$ cat config.mk
export PLATFORM = sky130hd
export DESIGN_NAME = onchip_mem_arbiter
export DESIGN_NICKNAME = d
export VERILOG_FILES = /design/src/rtl/onchip_arb_pkg.sv /design/src/rtl/onchip_arb_rr_grant.sv /design/src/rtl/onchip_mem_arbiter.sv
export SDC_FILE = /design/constraint.sdc
export NUM_CORES = 1
export LEC_CHECK = 0
export CORE_AREA = 2 2 103 105
export DETAILED_ROUTE_END_ITERATION = 6
export DIE_AREA = 0 0 105 107
export HOLD_SLACK_MARGIN = 0.12
export MAX_ROUTING_LAYER = met4
export PLACE_DENSITY = 0.76
export RECOVER_POWER = 50
export SKIP_LAST_GASP = 1
export SLEW_MARGIN = 0
export SYNTH_ARGS = -nofsm -noshare
export SYNTH_HDL_FRONTEND = slang
export SYNTH_SLANG_ARGS = --single-unit
export TNS_END_PERCENT = 50
$ cat constraint.sdc
create_clock -name clk -period 1.3 [get_ports clk]
set_input_delay 0.195 -clock clk [delete_from_list [all_inputs] [get_ports clk]]
set_output_delay 0.195 -clock clk [all_outputs]
set_load 0.02 [all_outputs]
$ cat src/rtl/onchip_arb_pkg.sv
// rtl/onchip_arb_pkg.sv - shared constants and round-robin helpers for onchip_mem_arbiter
package onchip_arb_pkg;

   localparam int MAX_MASTERS = 4;
   localparam int STAT_W      = 16;

   function automatic int clog2(input int value);
      int w;
      w = 0;
      while ((1 << w) < value) w++;
      return (w < 1) ? 1 : w;
   endfunction

   // Scan starts one past the previous winner, so the last winner is checked last.
   function automatic logic [MAX_MASTERS-1:0] rr_pick(
      input logic [MAX_MASTERS-1:0] req,
      input logic [1:0]             last,
      input int                     n
   );
      logic [MAX_MASTERS-1:0] grant;
      logic                   found;
      int                     idx;
      grant = '0;
      found = 1'b0;
      for (int k = 1; k <= MAX_MASTERS; k++) begin
         idx = (int'(last) + k) % n;
         if ((k <= n) && !found && req[idx[1:0]]) begin
            grant[idx[1:0]] = 1'b1;
            found           = 1'b1;
         end
      end
      return grant;
   endfunction

endpackage

$ cat src/rtl/onchip_arb_rr_grant.sv
// rtl/onchip_arb_rr_grant.sv - combinational round-robin picker (one-hot grant plus index)
module onchip_arb_rr_grant
   import onchip_arb_pkg::*;
#(
   parameter int N     = 2,
   parameter int IDX_W = 1
) (
   input  logic [N-1:0]     req_i,
   input  logic [IDX_W-1:0] last_grant_i,
   input  logic             enable_i,
   output logic [N-1:0]     grant_o,
   output logic [IDX_W-1:0] grant_idx_o
);

   logic [MAX_MASTERS-1:0] req_ext;
   logic [1:0]             last_ext;
   logic [MAX_MASTERS-1:0] pick;
   logic                   unused_pick;

   always_comb begin
      req_ext              = '0;
      req_ext[N-1:0]       = req_i;
      last_ext             = '0;
      last_ext[IDX_W-1:0]  = last_grant_i;
      pick                 = rr_pick(req_ext, last_ext, N);
      grant_o              = enable_i ? pick[N-1:0] : '0;
      grant_idx_o          = '0;
      for (int i = 0; i < N; i++) begin
         if (grant_o[i]) grant_idx_o = IDX_W'(i);
      end
   end

   assign unused_pick = ^pick;

endmodule

$ cat src/rtl/onchip_mem_arbiter.sv
// rtl/onchip_mem_arbiter.sv - round-robin sharing of one single-port RAM between Avalon-MM masters
// Optional per-master grant counters built when ONCHIP_ARB_STATS_EN is defined.
module onchip_mem_arbiter
   import onchip_arb_pkg::*;
#(
   parameter int NUM_MASTERS = 2,
   parameter int ADDR_W      = 16,
   parameter int DATA_W      = 32
) (
   input  logic                            clk,
   input  logic                            reset_n,
   input  logic [NUM_MASTERS*ADDR_W-1:0]   m_address,
   input  logic [NUM_MASTERS*DATA_W/8-1:0] m_byteenable,
   input  logic [NUM_MASTERS-1:0]          m_read,
   input  logic [NUM_MASTERS-1:0]          m_write,
   input  logic [NUM_MASTERS*DATA_W-1:0]   m_writedata,
   output logic [NUM_MASTERS-1:0]          m_waitrequest,
   output logic [DATA_W-1:0]               m_readdata,
   output logic [NUM_MASTERS-1:0]          m_readdatavalid,
   input  logic                            quiesce,
   output logic                            idle,
   output logic [ADDR_W-1:0]               mem_address,
   output logic [DATA_W/8-1:0]             mem_byteenable,
   output logic                            mem_chipselect,
   output logic                            mem_write,
   output logic [DATA_W-1:0]               mem_writedata,
   input  logic [DATA_W-1:0]               mem_readdata,
   input  logic                            stat_clr,
   output logic [NUM_MASTERS*STAT_W-1:0]   stat_grant_cnt
);

   localparam int BE_W  = DATA_W / 8;
   localparam int IDX_W = clog2(NUM_MASTERS);

   logic [NUM_MASTERS-1:0] req;
   logic [NUM_MASTERS-1:0] grant;
   logic [IDX_W-1:0]       grant_idx;
   logic                   grant_read;

   logic [IDX_W-1:0]       last_grant_q, last_grant_d;
   logic                   rd_vld_q, rd_vld_d;
   logic [IDX_W-1:0]       rd_id_q, rd_id_d;

   assign req = m_read | m_write;

   onchip_arb_rr_grant #(
      .N     (NUM_MASTERS),
      .IDX_W (IDX_W)
   ) u_rr_grant (
      .req_i        (req),
      .last_grant_i (last_grant_q),
      .enable_i     (~quiesce & reset_n),
      .grant_o      (grant),
      .grant_idx_o  (grant_idx)
   );

   assign m_waitrequest  = req & ~grant;
   assign mem_chipselect = |grant;

   // Read+write together is a write, so it never produces readdatavalid.
   always_comb begin
      mem_address    = '0;
      mem_byteenable = '0;
      mem_writedata  = '0;
      mem_write      = 1'b0;
      grant_read     = 1'b0;
      for (int i = 0; i < NUM_MASTERS; i++) begin
         if (grant[i]) begin
            mem_address    = m_address[i*ADDR_W +: ADDR_W];
            mem_byteenable = m_byteenable[i*BE_W +: BE_W];
            mem_writedata  = m_writedata[i*DATA_W +: DATA_W];
            mem_write      = m_write[i];
            grant_read     = m_read[i] & ~m_write[i];
         end
      end
   end

   always_comb begin
      last_grant_d = mem_chipselect ? grant_idx : last_grant_q;
      rd_vld_d     = grant_read;
      rd_id_d      = grant_idx;
   end

   always_ff @(posedge clk or negedge reset_n) begin
      if (!reset_n) begin
         last_grant_q <= '0;
         rd_vld_q     <= 1'b0;
         rd_id_q      <= '0;
      end else begin
         last_grant_q <= last_grant_d;
         rd_vld_q     <= rd_vld_d;
         rd_id_q      <= rd_id_d;
      end
   end

   always_comb begin
      m_readdatavalid          = '0;
      m_readdatavalid[rd_id_q] = rd_vld_q;
   end

   assign m_readdata = mem_readdata;
   assign idle       = ~mem_chipselect & ~rd_vld_q;

`ifdef ONCHIP_ARB_STATS_EN
   logic [NUM_MASTERS-1:0][STAT_W-1:0] cnt_q, cnt_d;

   always_comb begin
      cnt_d = cnt_q;
      for (int i = 0; i < NUM_MASTERS; i++) begin
         if (stat_clr)
            cnt_d[i] = '0;
         else if (grant[i] && (cnt_q[i] != {STAT_W{1'b1}}))
            cnt_d[i] = cnt_q[i] + STAT_W'(1);
      end
   end

   always_ff @(posedge clk or negedge reset_n) begin
      if (!reset_n) cnt_q <= '0;
      else          cnt_q <= cnt_d;
   end

   assign stat_grant_cnt = cnt_q;
`else
   logic unused_stat_clr;
   assign unused_stat_clr = stat_clr;
   assign stat_grant_cnt  = '0;
`endif

endmodule

# Word level (Yosys, flattened, before mapping)
# Cells that the tools add are included.
dict set report op_classes {
  add_sub_neg 2
  mul 0
  n_div 0
  n_lt_le_gt_ge 6
  n_eq_ne 0
  shifts 0
  muxes 25
  bitwise_logic 16
  n_reduce_logical 6
}
# operator count
set ops {}
lappend ops {{two-way mux 32 bit} 2}
lappend ops {{two-way mux 16 bit} 2}
lappend ops {{two-way mux 1 bit} 11}
lappend ops {{two-way mux 4 bit} 2}
lappend ops {{< comparator 2 x 3 -> 1 bit (second input constant)} 2}
lappend ops {{two-way mux 2 bit} 3}
lappend ops {{NOT 1 bit} 5}
lappend ops {{AND 1 bit} 4}
lappend ops {{AND 2 bit} 2}
lappend ops {{binary-select mux 1 bit (select 2 bit)} 2}
lappend ops {{demux 1 bit (select 2 bit)} 2}
lappend ops {{greater-or-equal comparator 2 x 1 -> 1 bit (second input constant)} 2}
lappend ops {{logical AND 1 bit} 4}
lappend ops {{OR 2 bit} 2}
lappend ops {{adder 1 bit (second input constant)} 2}
lappend ops {{AND 1 bit (first input constant)} 2}
lappend ops {{< comparator 1 x 2 -> 1 bit (second input constant)} 1}
lappend ops {{NOT 2 bit} 1}
lappend ops {{OR reduction 2 bit} 1}
lappend ops {{demux 1 bit (select 1 bit)} 1}
lappend ops {{greater-or-equal comparator 1 bit (second input constant)} 1}
lappend ops {{logical NOT 1 bit} 1}
dict set report totals {
  register_bits 3
  latch_bits 0
  ramBits 0
  rom_bits 0
  in_bits 144
  out_inout_bits 123
  memories 0
}

# Longest topological paths before layout
# Gate-level depths: netlist (run 1).
dict set report depth {
  depth_word 13
  mapped_depth 6
  mapped_depth_nobuf 3
}

# By module
# A second synthesis (run 1) with hierarchy kept.
dict set report unflattened {
  cells_unflattened 155
  hier_area_um2 1288.7
}
# module n_inst cells_each area_each_um2 seq_area_each_um2
set by_module_without_submodules {}
lappend by_module_without_submodules {onchip_mem_arbiter 1 149 1260.0 75.1}
lappend by_module_without_submodules {onchip_arb_rr_grant 1 6 28.8 0.0}

# Worst setup path after synthesis (run 1)
# OpenSTA, ideal clock, no wires.
dict set report synth_path {
  kind {register to output}
  startpoint {register last_grant_q}
  endpoint {output port mem_address[0]}
  t_arrival_ns 1.129
  t_required_ns 1.105
  slack_ns -0.024
  stages_incl_launch_ff 5
  path_cell_list {dfrtp_1 -> o21bai_2 -> o21ai_2 -> buf_6 -> o22ai_2}
}
dict set report synth_via {
  elab_chain_cells 12
  word_cells_on_any_way 27
  cone_classes {add/sub: 2; order compare: 4; mux: 14; bitwise: 3; reduce/logical: 4}
}
# item line_no
set synth_lines {}
lappend synth_lines {{from (decl)} onchip_mem_arbiter.sv:40} ;# logic [IDX_W-1:0] last_grant_q, last_grant_d;
lappend synth_lines {{from (signal assigned)} onchip_mem_arbiter.sv:90} ;# last_grant_q <= last_grant_d;
lappend synth_lines {{adder 1 bit} onchip_arb_pkg.sv:26} ;# idx = (int'(last) + k) % n;
lappend synth_lines {{AND 1 bit (no line)} -}
lappend synth_lines {{< comparator 2 x 3 -> 1 bit (implied by the code) / greater-or-equal comparator 2 x 1 -> 1 bit (equally long branches)} onchip_arb_pkg.sv:28} ;# grant[idx[1:0]] = 1'b1;
lappend synth_lines {{logical AND 1 bit (implied by the code)} onchip_arb_pkg.sv:28}
lappend synth_lines {{two-way mux 1 bit (implied by the code)} onchip_arb_pkg.sv:28}
lappend synth_lines {{demux 1 bit (select 2 bit)} -}
lappend synth_lines {{two-way mux 2 bit} onchip_arb_pkg.sv:27} ;# if ((k <= n) && !found && req[idx[1:0]]) begin
lappend synth_lines {{OR 2 bit (no line)} -}
lappend synth_lines {{two-way mux 2 bit (*)} onchip_arb_pkg.sv:27}
lappend synth_lines {{two-way mux 2 bit (*)} onchip_arb_rr_grant.sv:26} ;# grant_o = enable_i ? pick[N-1:0] : '0;
lappend synth_lines {{two-way mux 16 bit} onchip_mem_arbiter.sv:68} ;# if (grant[i]) begin
lappend synth_lines {{two-way mux 16 bit (*)} onchip_mem_arbiter.sv:68}
lappend synth_lines {{to (decl)} onchip_mem_arbiter.sv:22} ;# output logic [ADDR_W-1:0] mem_address,
# Every way passes the cells marked *; elsewhere a longest branch is shown, timed or not. The select of a mux whose other input is x is not followed.

# Worst setup path in the final report (run 1)
dict set report layout_path {
  startpoint {register last_grant_q}
  endpoint {output port mem_address[3]}
}
# The elaborated chain is that of the path after synthesis.

==> results of run 1 <==
## power breakdown
part / switching (W) / internal [W]
combinational: 0.00125 / 0.00134
clock: 0.0000772 / 0.000210
sequential: 0.00000705 / 0.000105
total: 0.00133 / 0.00165
## cells by family (layout without fill, tap and decap cells)
| logic type | Yosys count | in the layout | share of synthesized area, % |
|---|---|---|---|
| AO/OA/AOI/OAI | 65 | 65 | 37.6 |
| AND/OR/NAND/NOR | 117 | 117 | 23.8 |
| flip-flops | 3 | 3 | 3.91 |
| other | 1 | 32 | 0.195 |
| buffers and inverters | 86 | 214 | 34.5 |
## worst max-delay path by stage
stage / from / endpoint / slack (ns) / cells past startpoint
floorplan: last_grant_q$_DFFE_PN0P_ / mem_address[0] / -0.02 / 4
global placement: reset_n / mem_address[11] / -0.94 / 6
detailed placement: reset_n / mem_address[14] / -0.99 / 6
CTS: last_grant_q$_DFFE_PN0P_ / mem_address[14] / -0.55 / 6
global route: last_grant_q$_DFFE_PN0P_ / mem_address[3] / -0.53 / 7
finish: last_grant_q$_DFFE_PN0P_ / mem_address[3] / -0.49 / 7
## synthesized netlist by cell type
library cell / count / area [um2]
nand2_1: 105 / 394
o21ai_1: 2 / 10.0
a21oi_1: 5 / 25.0
buf_2: 10 / 50.1
a21o_1: 1 / 7.51
o21ai_2: 2 / 17.5
nor2_1: 5 / 18.8
nand3b_1: 1 / 7.51
o21ai_0: 1 / 5.00
and2_1: 1 / 6.26
conb_1: 1 / 3.75
o22ai_2: 50 / 626
o22ai_1: 2 / 12.5
nand2b_1: 3 / 18.8
o31ai_1: 1 / 7.51
o21bai_2: 1 / 11.3
nor2b_1: 2 / 12.5
buf_6: 11 / 124
dfrtp_1: 3 / 75.1
buf_4: 65 / 488
## flip-flops by register name (all words and copies together), names as in the netlist
| register | flops |
|---|---|
| last_grant_q | 1 |
| rd_id_q | 1 |
| rd_vld_q | 1 |
## layout make-up
| type | instances | area share (%) |
|---|---|---|
| repair buffers | 210 | 54.8 |
| well taps | 136 | 3.93 |
| multi-input cells | 214 | 38.5 |
| flip-flops and latches | 3 | 1.73 |
| clock buffers | 4 | 1.04 |
## layer usage
| metal | vias up | wire length (um) | GRT usage (%) |
|---|---|---|---|
| li1 | 1143 | - | - |
| met1 | 1121 | 3190 | 13.8 |
| met2 | 123 | 4880 | 25.8 |
| met3 | 33 | 662 | 3.40 |
| met4 | 0 | 263 | 5.14 |
| met5 | - | 0 | - |
## critical path: stages, from the launching register on
cell and delay, ns:
dfrtp_1 0.35, o21bai_4 0.15, o21ai_4 0.12, buf_12 0.15, buf_4 0.14, buf_16 0.15, o22ai_4 0.17, buf_6 0.14
## through the flow
stage	hold slack [ns]	utilization (%)	TNS, ns
after global routing	0.390	42.9	-25.54
after global placement	0.390	34.2	-49.27
after CTS	0.390	38.3	-28.25
final	0.390	42.9	-22.99
after floorplan	-0.101	-	-1.22
after detailed placement	0.390	34.2	-51.76
## repair_timing
action                                 4_1_cts  5_1_grt
hold buffers                                 1        0
buffers inserted                            10        3
pin swaps                                    8       33
endpoints found under the hold margin        3        0
setup endpoints to repair                   59       59
resized for setup                          200      177
cloned                                       8        4
==> key figures, run 1 <==
Status
  – Outcome: finished, violations left
  – Failing checks: negative setup slack

Setup path
  – RR Endpoint: rd_vld_q$_DFF_PN0_
  – WP data required: 1.11 ns
  – CP Capture Type: output port
  – Reg2reg path depth: 5
  – Critical path type: reg2out
  – Worst r2r src: last_grant_q$_DFFE_PN0P_
  – R2R Setup Slk: 0.16 ns
  – Worst EP arrival: 1.59 ns
  – Startpoint type of the worst setup path: flop
  – Worst-path maximum fanout: 7

Cells and area
  – Design area: 4330 um2
  – Layout-stage area growth over the synthesis result: 125%
  – Commonest non-fill, non-tap cell in the layout: clkdlybuf4s50_1
  – Nets: 576
  – Area of the multi-input gates: 1670 um2
  – Fillers: 984
  – Reg area: 75.1 um2
  – Commonest cells after routing, fill and taps aside: clkdlybuf4s50_1, nand2_1, buf_6
  – Antenna Cells: 0
  – Layout cells sized above 1: 36.4%
  – Post-route insts no fill: 567

Clocking
  – CTS tree: built
  – Reg clk slew, reported paths: 0.04 ns
  – Clk sinks: 3
  – H-Tree Depth: 1
  – Clk Latency, worst-skew pair: 0.23 ns
  – CTS Buf Count: 3
  – Clock root cell: clkbuf_8
  – CTS Buffer Depth: 2

Floorplanning
  – Initial Utilization: 19.0%
  – Ports: 267
  – Core Area: 10100 um2
  – Die ar.: 11200 um2
  – DIE HEIGHT: 107 um
  – Die Wd: 105 um
  – Rows: 37

Global route
  – Vias in the first global route: 2355
  – Initial antenna violation count: 0
  – GRT Util Overall: 13.8%
  – Global-route wire length before repair: 12.1 mm
  – Grt ovf: 0
  – Largest net degree at the start of global routing: 51

Placed design
  – Gpl congestion: 0.847
  – Dpl ws: -0.985 ns
  – Post-DP HPWL: 5.53 mm
  – Number of port buffers: 169
  – Placed cells: 538
  – Cell Area, Placed: 3450 um2

STA
  – RSZ-0062 raised after global routing: true
  – Final WS setup: -0.489 ns
  – Slew Viols, Final: 0
  – Ratio of final minimum period to clock period: 138%
  – Fin. Hold Viols: 0
  – Max Clock Skew: 0.00610 ns
  – Final min period: 1.79 ns
  – Final setup viols: 57
  – Highest clock rate: 559 MHz

Power
  – Peak VDD IR: 0.489 mV
  – Leak Pwr: 1.62 nW
  – Power Dens Cells: 690 nW/um2
  – Tot Pwr: 0.00299 W

Route
  – Post-DRT Antenna Nets: 0
  – Routed vias: 2420
  – First DRT Iteration DRCs: 83
  – 1st-pass router iterations: 4
  – Drt total wl: 9.00 mm
  – Vias per cell: 4.27
  – DRC: 0
  – DR WL/cell: 15.9 um

Worst hold path
  – Hold path endpoint: m_readdata[20]
  – Worst hold path stage count: 0
  – Hold WC Path Type: in2out
  – Hold Startpoint: mem_readdata[20]

Synth
  – Syn Inst Count: 272
  – Synth cell types: 20
  – Sequential fraction of the synthesis area: 3.91%
  – Post-Syn Area per Cell: 7.06 um2
  – Post-Synthesis Cell Area: 1920 um2
  – FF+latch count, synth: 3
  – Total number of yosys warnings: 0

Run
  – Max Cap Viol: 0
Note: power is estimated with default switching activity, not from simulation.
==> run 2: changes to the inputs <==
--- a/config.mk
+++ b/config.mk
@@ -6,6 +6,7 @@
 export NUM_CORES = 1
 export LEC_CHECK = 0
 export CORE_AREA = 2 2 103 105
+export CTS_CLUSTER_SIZE = 30
 export DETAILED_ROUTE_END_ITERATION = 6
 export DIE_AREA = 0 0 105 107
 export HOLD_SLACK_MARGIN = 0.12
==> results of run 2 <==
No change in the layout: final DEF, timing and power equal those of run 1.
==> run 3: changes to the inputs <==
==> constraint.sdc (replaced) <==
create_clock -name clk -period 1.3 [get_ports clk]
set_input_delay 0.195 -clock clk [delete_from_list [all_inputs] [get_ports clk]]
set_output_delay 0.195 -clock clk [all_outputs]
set_load 0.05 [all_outputs]
==> run 3 against run 2 <==
Compared with the run above: the run still ends with negative setup slack left; critical path depth is the same; cell area grew 12%; clock-buffer cell count unchanged; clock skew shrank 0.0048 ns; clock power shrank 6.9%; total power up 23%; largest power group unchanged; first-iteration DRC count decreased by 20%; worst hold slack is essentially flat; combinational power is 27% higher; non-clock buffer count is 13 higher; flip-flop and latch count did not move.
==> key figures, run 3 (synthesis results as in run 1) <==
Floorplanning
  – Ports: 267 (unchanged)
  – Die Wd: 105 um (unchanged)
  – Initial Utilization: 19.0% (unchanged)
  – Rows: 37 (unchanged)
  – DIE HEIGHT: 107 um (unchanged)
  – Die ar.: 11200 um2 (unchanged)
  – Core Area: 10100 um2 (unchanged)

Status
  – Failing checks: negative setup slack
  – Outcome: finished, violations left

Setup path
  – Critical path type: reg2out
  – Critical Path Max Stage Delay: 0.37 ns (+0.02 ns)
  – CP top delay family: buffers and inverters
  – CP Capture Type: output port
  – R2R Setup Slk: 0.13 ns (-0.03 ns)
  – Startpoint type of the worst setup path: flop
  – Worst EP arrival: 1.61 ns (+0.02 ns)
  – WP data required: 1.11 ns (about the same)
  – Worst-path maximum fanout: 12 (+5)
  – Count of buffer and inverter cells on the critical path: 4 (unchanged)
  – Crit-path cells: buf_4, o21bai_4, o21ai_4, buf_12, buf_12, o22ai_4, buf_6
  – Most common cell on crit path: buf_12
  – Slowest CP cell: dfrtp_1

Clocking
  – Clk sinks: 3 (unchanged)
  – Reg clk slew, reported paths: 0.03 ns (about the same)
  – Clk Latency, worst-skew pair: 0.21 ns (-0.02 ns)
  – CTS Buffer Depth: 2 (unchanged)
  – CTS tree: built
  – H-Tree Depth: 1 (unchanged)
  – Clock root cell: clkbuf_8
  – CTS Buf Count: 3 (unchanged)

STA
  – RSZ-0062 raised after global routing: true
  – Final WS setup: -0.507 ns (-0.0174 ns)
  – Hold slack: 0.390 ns (+0.0000130 ns)
  – Final min period: 1.81 ns (+0.0174 ns)
  – Slew Viols, Final: 0 (unchanged)
  – Final setup viols: 57 (unchanged)
  – Setup tns final: -25.25 ns (-2.26 ns)
  – Fin. Hold Viols: 0 (unchanged)
  – Ratio of final minimum period to clock period: 139% (+1.3 points)
  – Highest clock rate: 553 MHz (-0.96%)
  – Max Clock Skew: 0.00133 ns (-0.00477 ns)

Power
  – Internal cell power: 0.00185 W (+12%)
  – P_sw: 0.00183 W (+37%)
  – Clock power frac: 7.3% (-2.3 points)
  – Peak VDD IR: 0.524 mV (+7.0%)
  – Power Dens Cells: 761 nW/um2 (+10%)
  – Tot Pwr: 0.00368 W (+23%)
  – Comb pwr share: 89.7% (+3.1 points)
  – Flop pwr share: 3.1% (-0.7 points)
  – Leak Pwr: 1.75 nW (+7.9%)
  – Switching fraction of total power: 49.6% (+5.0 points)

Global route
  – GRT Util Overall: 15.7% (+2.0 points)
  – Largest net degree at the start of global routing: 28 (-45%)
  – Global-route wire length before repair: 13.7 mm (+13%)
  – Grt ovf: 0 (unchanged)
  – Vias in the first global route: 2713 (+15%)
  – Initial antenna violation count: 0 (unchanged)

Route
  – DRC: 0 (unchanged)
  – 1st-pass router iterations: 4 (unchanged)
  – DR WL/cell: 15.4 um (-2.9%)
  – Drt total wl: 8.93 mm (-0.72%)
  – First DRT Iteration DRCs: 66 (-20%)
  – Vias per cell: 4.28 (+0.26%)
  – Routed vias: 2482 (+2.6%)
  – Post-DRT Antenna Nets: 0 (unchanged)

Cells and area
  – Reg area: 75.1 um2 (unchanged)
  – Design area: 4840 um2 (+12%)
  – Commonest non-fill, non-tap cell in the layout: clkdlybuf4s50_1
  – Area of the multi-input gates: 1770 um2 (+6.3%)
  – Layout cells sized above 1: 41.2% (+4.8 points)
  – Fillers: 923 (-6.2%)
  – Layout-stage area growth over the synthesis result: 152%
  – Antenna Cells: 0 (unchanged)
  – Commonest cells after routing, fill and taps aside: clkdlybuf4s50_1, nand2_1, o22ai_4
  – Top flop regs: last_grant_q (1), rd_id_q (1), rd_vld_q (1)
  – Nets: 589 (+2.3%)

Placed design
  – Dpl ws: -0.604 ns (+0.381 ns)
  – Number of port buffers: 169 (unchanged)
  – Gpl congestion: 0.709 (-16%)
  – Cell Area, Placed: 4310 um2 (+25%)
  – Post-DP HPWL: 6.37 mm (+15%)

Worst hold path
  – Hold WC Path Type: in2out

Run
  – Max Cap Viol: 0 (unchanged)
## run 3: what timing repair did
action,in CTS,in global routing
buffers inserted,11,0
gates cloned,8,1
hold buffers,1,0
endpoints found under the setup margin,59,57
pin swaps,16,4
endpoints found under the hold margin,3,0
resized for setup,49,1
## run 3: final timing paths
kind                       depth (start not counted)                       end                      from
hold reg to reg                                    3  last_grant_q$_DFFE_PN0P_  last_grant_q$_DFFE_PN0P_
setup / recovery                                   7         mem_writedata[28]  last_grant_q$_DFFE_PN0P_
hold / removal                                     0            m_readdata[13]          mem_readdata[13]
min in group asynchronous                          3         rd_id_q$_DFF_PN0_                   reset_n
setup reg to reg                                   6         rd_id_q$_DFF_PN0_  last_grant_q$_DFFE_PN0P_
max in group asynchronous                          3        rd_vld_q$_DFF_PN0_                   reset_n
## run 3: stage by stage
step / std cells / util (%)
after floorplan: 303 / -
after global placement: 556 / 42.7
after detailed placement: 556 / 42.7
after CTS: 580 / 47.9
after global routing: 580 / 47.9
final: 580 / 47.9
## run 3: layer usage
metal	part of all wire [%]	vias to the layer above	GRT usage [%]
met4	2.0	0	4.76
met1	33	1162	14.9
li1	-	1174	-
met2	59	124	32.4
met5	0	-	-
met3	6.2	22	2.25
## run 3: power groups by stage
stage	clock, W	sequential, W	combinational (W)
2_1_floorplan	0	0.000119	0.00215
3_3_place_gp	0	0.000115	0.00287
3_5_place_dp	0	0.000116	0.00292
4_1_cts	0.000272	0.000113	0.00332
5_1_grt	0.000286	0.000116	0.00344
6_report	0.000268	0.000113	0.00330
## run 3: area by class of cell
type	count	share of cell area, %
clock buffers	4	0.931
well taps	136	3.52
flip-flops and latches	3	1.55
repair buffers	223	57.4
multi-input cells	214	36.6
## run 3: worst register-to-register path, cell delays in order (launching register included)
cell     delay, ns
dfrtp_1       0.37
buf_4         0.16
o21ai_4       0.07
o21ai_4       0.09
buf_12        0.16
buf_6         0.16
nor2_1        0.09
